<file path="src/rtl/regfile_cmd_master_if.sv">
// Command, response and register-file port bundle for regfile_cmd_master.
// master = the command engine's view; slave = host plus register-file side.
interface regfile_cmd_master_if #(
    parameter int DATA_W = 8,
    parameter int ADDR_W = 2
);
    logic              cmd_valid;
    logic              cmd_ready;
    logic [1:0]        cmd_op;
    logic [ADDR_W-1:0] cmd_ra;
    logic [ADDR_W-1:0] cmd_rb;
    logic [DATA_W-1:0] cmd_data;

    logic              rsp_valid;
    logic              rsp_ready;
    logic [1:0]        rsp_op;
    logic [DATA_W-1:0] rsp_data1;
    logic [DATA_W-1:0] rsp_data2;

    logic              rf_we;
    logic [ADDR_W-1:0] rf_write_addr;
    logic [DATA_W-1:0] rf_write_data;
    logic [ADDR_W-1:0] rf_read_addr1;
    logic [ADDR_W-1:0] rf_read_addr2;
    logic [DATA_W-1:0] rf_read_data1;
    logic [DATA_W-1:0] rf_read_data2;

    modport master (
        input  cmd_valid, cmd_op, cmd_ra, cmd_rb, cmd_data,
        output cmd_ready,
        output rsp_valid, rsp_op, rsp_data1, rsp_data2,
        input  rsp_ready,
        output rf_we, rf_write_addr, rf_write_data, rf_read_addr1, rf_read_addr2,
        input  rf_read_data1, rf_read_data2
    );

    modport slave (
        output cmd_valid, cmd_op, cmd_ra, cmd_rb, cmd_data,
        input  cmd_ready,
        input  rsp_valid, rsp_op, rsp_data1, rsp_data2,
        output rsp_ready,
        input  rf_we, rf_write_addr, rf_write_data, rf_read_addr1, rf_read_addr2,
        output rf_read_data1, rf_read_data2
    );
endinterface

</file>
<file path="src/rtl/regfile_cmd_master.sv">
// WRITE/READ/COPY/SWAP sequencer for a 1W/2R register file; response one edge after EXEC (two for SWAP).
// One command in flight: cmd_ready only in IDLE, response held until rsp_ready handshake.
module regfile_cmd_master #(
    parameter int DATA_W = 8,
    parameter int ADDR_W = 2
) (
    input  logic                  clk,
    input  logic                  rst,
    regfile_cmd_master_if.master  bus
);

    typedef enum logic [1:0] {
        ST_IDLE  = 2'd0,
        ST_EXEC  = 2'd1,
        ST_SWAP2 = 2'd2,
        ST_RESP  = 2'd3
    } state_e;

    typedef struct packed {
        logic [1:0]        op;
        logic [ADDR_W-1:0] ra;
        logic [ADDR_W-1:0] rb;
        logic [DATA_W-1:0] data;
    } cmd_t;

    localparam logic [1:0] OP_WRITE = 2'b00;
    localparam logic [1:0] OP_READ  = 2'b01;
    localparam logic [1:0] OP_COPY  = 2'b10;
    localparam logic [1:0] OP_SWAP  = 2'b11;

    state_e            state_q, state_d;
    cmd_t              cmd_q, cmd_d;
    logic [DATA_W-1:0] rsp1_q, rsp1_d;
    logic [DATA_W-1:0] rsp2_q, rsp2_d;
    logic [DATA_W-1:0] tmp_q, tmp_d;

    logic              wr_en;
    logic [ADDR_W-1:0] wr_addr;
    logic [DATA_W-1:0] wr_data;

    always_ff @(posedge clk or posedge rst) begin
        if (rst) begin
            state_q <= ST_IDLE;
            cmd_q   <= '0;
            rsp1_q  <= '0;
            rsp2_q  <= '0;
            tmp_q   <= '0;
        end else begin
            state_q <= state_d;
            cmd_q   <= cmd_d;
            rsp1_q  <= rsp1_d;
            rsp2_q  <= rsp2_d;
            tmp_q   <= tmp_d;
        end
    end

    always_comb begin
        state_d = state_q;
        cmd_d   = cmd_q;
        rsp1_d  = rsp1_q;
        rsp2_d  = rsp2_q;
        tmp_d   = tmp_q;
        wr_en   = 1'b0;
        wr_addr = '0;
        wr_data = '0;

        case (state_q)
            ST_IDLE: begin
                if (bus.cmd_valid) begin
                    cmd_d.op   = bus.cmd_op;
                    cmd_d.ra   = bus.cmd_ra;
                    cmd_d.rb   = bus.cmd_rb;
                    cmd_d.data = bus.cmd_data;
                    state_d    = ST_EXEC;
                end
            end

            ST_EXEC: begin
                // Read ports are combinational, so this cycle still sees pre-op contents.
                rsp1_d  = bus.rf_read_data1;
                rsp2_d  = bus.rf_read_data2;
                state_d = ST_RESP;
                case (cmd_q.op)
                    OP_WRITE: begin
                        wr_en   = 1'b1;
                        wr_addr = cmd_q.ra;
                        wr_data = cmd_q.data;
                    end
                    OP_READ: begin
                        wr_en = 1'b0;
                    end
                    OP_COPY: begin
                        wr_en   = 1'b1;
                        wr_addr = cmd_q.rb;
                        wr_data = bus.rf_read_data1;
                    end
                    OP_SWAP: begin
                        wr_en   = 1'b1;
                        wr_addr = cmd_q.rb;
                        wr_data = bus.rf_read_data1;
                        tmp_d   = bus.rf_read_data2;
                        state_d = ST_SWAP2;
                    end
                    default: wr_en = 1'b0;
                endcase
            end

            ST_SWAP2: begin
                // Second half of the swap uses the rb value captured before it was overwritten.
                wr_en   = 1'b1;
                wr_addr = cmd_q.ra;
                wr_data = tmp_q;
                state_d = ST_RESP;
            end

            ST_RESP: begin
                if (bus.rsp_ready) begin
                    state_d = ST_IDLE;
                end
            end

            default: state_d = ST_IDLE;
        endcase
    end

    assign bus.cmd_ready     = (state_q == ST_IDLE);
    assign bus.rsp_valid     = (state_q == ST_RESP);
    assign bus.rsp_op        = cmd_q.op;
    assign bus.rsp_data1     = rsp1_q;
    assign bus.rsp_data2     = rsp2_q;
    assign bus.rf_we         = wr_en;
    assign bus.rf_write_addr = wr_addr;
    assign bus.rf_write_data = wr_data;
    assign bus.rf_read_addr1 = cmd_q.ra;
    assign bus.rf_read_addr2 = cmd_q.rb;

endmodule

</file>
<file path="src/flat_wrapper.sv">
// flat-port wrapper written by rule: the top's interface ports become plain ports
module regfile_cmd_master_flat 
#(
    parameter int DATA_W = 8,
    parameter int ADDR_W = 2
)
  (clk, rst, bus_cmd_valid, bus_cmd_op, bus_cmd_ra, bus_cmd_rb, bus_cmd_data, bus_cmd_ready, bus_rsp_valid, bus_rsp_op, bus_rsp_data1, bus_rsp_data2, bus_rsp_ready, bus_rf_we, bus_rf_write_addr, bus_rf_write_data, bus_rf_read_addr1, bus_rf_read_addr2, bus_rf_read_data1, bus_rf_read_data2);
  regfile_cmd_master_if #(.DATA_W(DATA_W), .ADDR_W(ADDR_W)) bus_i ();
  input  logic clk;
  input  logic rst;
  input wire logic [$bits(bus_i.cmd_valid)-1:0] bus_cmd_valid;
  input wire logic [$bits(bus_i.cmd_op)-1:0] bus_cmd_op;
  input wire logic [$bits(bus_i.cmd_ra)-1:0] bus_cmd_ra;
  input wire logic [$bits(bus_i.cmd_rb)-1:0] bus_cmd_rb;
  input wire logic [$bits(bus_i.cmd_data)-1:0] bus_cmd_data;
  output wire logic [$bits(bus_i.cmd_ready)-1:0] bus_cmd_ready;
  output wire logic [$bits(bus_i.rsp_valid)-1:0] bus_rsp_valid;
  output wire logic [$bits(bus_i.rsp_op)-1:0] bus_rsp_op;
  output wire logic [$bits(bus_i.rsp_data1)-1:0] bus_rsp_data1;
  output wire logic [$bits(bus_i.rsp_data2)-1:0] bus_rsp_data2;
  input wire logic [$bits(bus_i.rsp_ready)-1:0] bus_rsp_ready;
  output wire logic [$bits(bus_i.rf_we)-1:0] bus_rf_we;
  output wire logic [$bits(bus_i.rf_write_addr)-1:0] bus_rf_write_addr;
  output wire logic [$bits(bus_i.rf_write_data)-1:0] bus_rf_write_data;
  output wire logic [$bits(bus_i.rf_read_addr1)-1:0] bus_rf_read_addr1;
  output wire logic [$bits(bus_i.rf_read_addr2)-1:0] bus_rf_read_addr2;
  input wire logic [$bits(bus_i.rf_read_data1)-1:0] bus_rf_read_data1;
  input wire logic [$bits(bus_i.rf_read_data2)-1:0] bus_rf_read_data2;
  assign bus_i.cmd_valid = bus_cmd_valid;
  assign bus_i.cmd_op = bus_cmd_op;
  assign bus_i.cmd_ra = bus_cmd_ra;
  assign bus_i.cmd_rb = bus_cmd_rb;
  assign bus_i.cmd_data = bus_cmd_data;
  assign bus_cmd_ready = bus_i.cmd_ready;
  assign bus_rsp_valid = bus_i.rsp_valid;
  assign bus_rsp_op = bus_i.rsp_op;
  assign bus_rsp_data1 = bus_i.rsp_data1;
  assign bus_rsp_data2 = bus_i.rsp_data2;
  assign bus_i.rsp_ready = bus_rsp_ready;
  assign bus_rf_we = bus_i.rf_we;
  assign bus_rf_write_addr = bus_i.rf_write_addr;
  assign bus_rf_write_data = bus_i.rf_write_data;
  assign bus_rf_read_addr1 = bus_i.rf_read_addr1;
  assign bus_rf_read_addr2 = bus_i.rf_read_addr2;
  assign bus_i.rf_read_data1 = bus_rf_read_data1;
  assign bus_i.rf_read_data2 = bus_rf_read_data2;
  regfile_cmd_master #(.DATA_W(DATA_W), .ADDR_W(ADDR_W)) u_core (.clk(clk), .rst(rst), .bus(bus_i));
endmodule
</file>
<file path="config.mk">
export PLATFORM = sky130hd
export DESIGN_NAME = regfile_cmd_master_flat
export DESIGN_NICKNAME = d
export VERILOG_FILES = /design/src/rtl/regfile_cmd_master_if.sv /design/src/rtl/regfile_cmd_master.sv /design/src/flat_wrapper.sv
export SDC_FILE = /design/constraint.sdc
export NUM_CORES = 1
export LEC_CHECK = 0
export BUFFER_PORTS_ARGS = -buffer_cell sky130_fd_sc_hd__buf_2
export CORE_MARGIN = 5
export CORE_UTILIZATION = 46
export CTS_BUF_LIST = sky130_fd_sc_hd__clkbuf_8
export DETAILED_ROUTE_END_ITERATION = 16
export PLACE_DENSITY_LB_ADDON = 0.08
export SYNTH_ARGS = -nofsm -noshare
export SYNTH_HDL_FRONTEND = slang
export SYNTH_SLANG_ARGS = --single-unit
</file>
<file path="constraint.sdc">
create_clock -name clk -period 1.69 [get_ports clk]
set_input_delay 0.0845 -clock clk [delete_from_list [all_inputs] [get_ports clk]]
set_output_delay 0.0845 -clock clk [all_outputs]
set_load 0.01 [all_outputs]
</file>
==> metrics.txt <==
status finished, violations left; failing checks negative setup slack; Setup Skew 0.00421 ns; Cell variety after synth 24; most frequent cells in the layout buf_2 (68), mux2_2 (38), dfrtp_1 (38); CORE AREA 3970 sq um; nets@finish 256; setup ws final -0.0501 ns; pre-CTS WS 0.0956 ns; Post-Synthesis Cells 145; Arrival @ worst endpoint 1.66 ns; CP peak stage delay 0.40 ns; DRT Wirelength 4600 microns; Initial DRC Count 47; Avg WL per Cell 17.1 microns; largest cells by area after synthesis dfrtp_1 (53%), mux2_2 (23%), a32oi_1 (3.7%), buf_4 (3.6%), a21oi_1 (2.9%); TritonRoute pass-1 iters 4; Die Span X 73.9 microns; largest net degree at the start of global routing 23; worst path required time 1.61 ns; Max VDD drop 806 uV; post-DR vias/cell 5.34; gr usage total 17.3%; part of the power in combinational logic 50.9%; slowest CP cell dfrtp_1; clk slew on worst S/H paths 0.08 ns; Synth top area share 53.2%; DR vias 1436; layout cells sized above 1 69.4%; Crit Path Class reg -> out; pwr dens 2100 nW/um^2; clock share of power 14.3%; IO Count 69; first-pass GRT wire length 7240 microns; die area 5470 sq um; Longest Clk Path Bufs 2; final antenna-violating net count 0; Avg Inst Size Synth 13.0 sq um; CP endpoint kind primary output; crit share post-route 103%; final setup TNS -0.248 ns; Synth Warn # 0; H-tree levels 2; Mapped Area 1880 sq um; post-route minimum period 1.74 ns; CP cell instances inv_2, ha_4, nor3b_4, buf_6, nand2_1, a21oi_2, buf_2; Reg power frac 34.8%; Worst-Skew Late Latency 0.29 ns; gpl congestion 0.794; hold crit path type in -> reg; fin. max-slew vios 0; site row count 23; CTS tree done; Max-Cap Viols 0; Worst Max-Slew Pin Slew 0.731 ns; fin area 2500 sq um; final global-route overflow total 0; Placed Instance Area 2240 sq um; Area Growth Syn to Fin 33.1%; clock sink count 40; die height 73.9 microns; vias in the first global route 1525; # setup viols final 9; Net Count, Synth 183; Yosys top cell by area dfrtp_1; register area share after synthesis 53.2%; CTS buffer count 5; number of hold violations in the final report 0; Crit Path Max Fanout 5; Max Clk Rate 0.575 GHz; Leak 1.14 nW; Setup crit start kind flip-flop; switching power 0.00202 W; placed wire-length estimate 3280 microns; RSZ-0062 raised after global routing true; Ant. Diodes 0; Starting Density 47.4%; antenna violations before repair 0; Clock Tree Root clkbuf_8; FF+latch count, synth 40; Relative slew margins 51.0%; number of remaining DRC errors 0; # port buffers 68; switching share of power 38.3%; Power Internal 0.00325 W; commonest non-fill, non-tap cell in the layout buf_2
path summary, 6_finish.rpt:
kind,start,endpoint,slack (ns),cells past startpoint
hold reg to reg,u_core.bus.rsp_data1[3]$_DFFE_PP0P_,u_core.bus.rsp_data1[3]$_DFFE_PP0P_,0.51,1
hold / removal,bus_cmd_op[0],u_core.bus.rsp_op[0]$_DFFE_PP0P_,0.02,2
setup / recovery,u_core.state_q[1]$_DFFE_PP0P_,bus_rf_write_data[0],-0.05,7
min in group asynchronous,rst,u_core.bus.rf_read_addr2[1]$_DFFE_PP0P_,0.37,3
max in group asynchronous,rst,u_core.cmd_q[0]$_DFFE_PP0P_,0.82,4
setup reg to reg,u_core.state_q[1]$_DFFE_PP0P_,u_core.state_q[1]$_DFFE_PP0P_,0.14,6
metrics by stage:
step                cells  utilization [%]  hold WS [ns]  power (W)
floorplan             145                -         0.235    0.00342
global placement      255             56.4         0.140    0.00400
detailed placement    255             56.4         0.155    0.00408
CTS                   269             62.4        0.0156    0.00520
global route          269             63.0        0.0209    0.00559
finish                269             63.0        0.0240    0.00527
final cells by class:
| type | instances | area [sq um] |
|---|---|---|
| Fill cell | 317 | 1470 |
| Clock inverter | 3 | 38.8 |
| Timing Repair inverter | 1 | 7.51 |
| Tap cell | 50 | 62.6 |
| Clock buffer | 5 | 68.8 |
| Inverter | 4 | 18.8 |
| Multi-Input combinational cell | 87 | 855 |
| Sequential cell | 40 | 1000 |
| Timing Repair Buffer | 79 | 449 |
cell families (layout without fill, tap and decap cells):
kind of cell,after synthesis,after routing,synth area share [%]
buf+inv,18,92,6.25
simple gates,20,20,6.05
compound gates,25,25,9.05
flops,40,40,53.2
mux,38,38,22.8
fa+ha+maj,4,4,2.66
cells in the mapped netlist, drive strengths merged:
library cell	instances
a2111oi	1
a21oi	11
a32oi	8
buf	12
clkbuf	2
dfrtp	40
ha	4
inv	4
mux2	38
nand2	10
nand2b	1
nand3	3
nor2	1
nor2b	2
nor3	1
nor3b	2
o21ai	4
o31ai	1
power by group through the flow:
stage / logic, W / registers [W] / clock network, W
floorplan: 0.00161 / 0.00181 / 0
global placement: 0.00221 / 0.00179 / 0
detailed placement: 0.00227 / 0.00181 / 0
CTS: 0.00261 / 0.00181 / 0.000776
global route: 0.00289 / 0.00190 / 0.000803
finish: 0.00268 / 0.00183 / 0.000753
critical path: cells and delay by family, from the launching register on:
| kind | cells | cell delay (ns) |
|---|---|---|
| buffers and inverters | 3 | 0.40 |
| flip-flops | 1 | 0.40 |
| AND/OR/NAND/NOR | 2 | 0.31 |
| adder cells (fa/ha/maj) | 1 | 0.14 |
| AO/OA/AOI/OAI | 1 | 0.13 |
flip-flops by register name (all words and copies together), names as in the netlist:
name / flops
u_core.bus.rf_read_addr1: 2
u_core.bus.rf_read_addr2: 2
u_core.bus.rsp_data1: 8
u_core.bus.rsp_data2: 8
u_core.bus.rsp_op: 2
u_core.cmd_q: 8
u_core.state_q: 2
u_core.tmp_q: 8
metal layers:
metal  routed length, microns  global-route usage, %  share of wire [%]  up-vias
met5                        0                      0                  0        -
met4                       88                   6.24                1.9        0
met3                      379                   4.73                8.2       10
met2                     2280                   28.9                 50       54
met1                     1850                   21.6                 40      710
li1                         -                      -                  -      662
what timing repair did:
| item | CTS | global route |
|---|---|---|
| resized for setup | 21 | 8 |
| endpoints found under the hold margin | 18 | 0 |
| pin swaps | 5 | 4 |
| hold buffers | 1 | 0 |
| setup endpoints to repair | 11 | 12 |
| setup buffers | 3 | 0 |
| cloned | 2 | 0 |
Note: power is estimated with default switching activity, not from simulation.
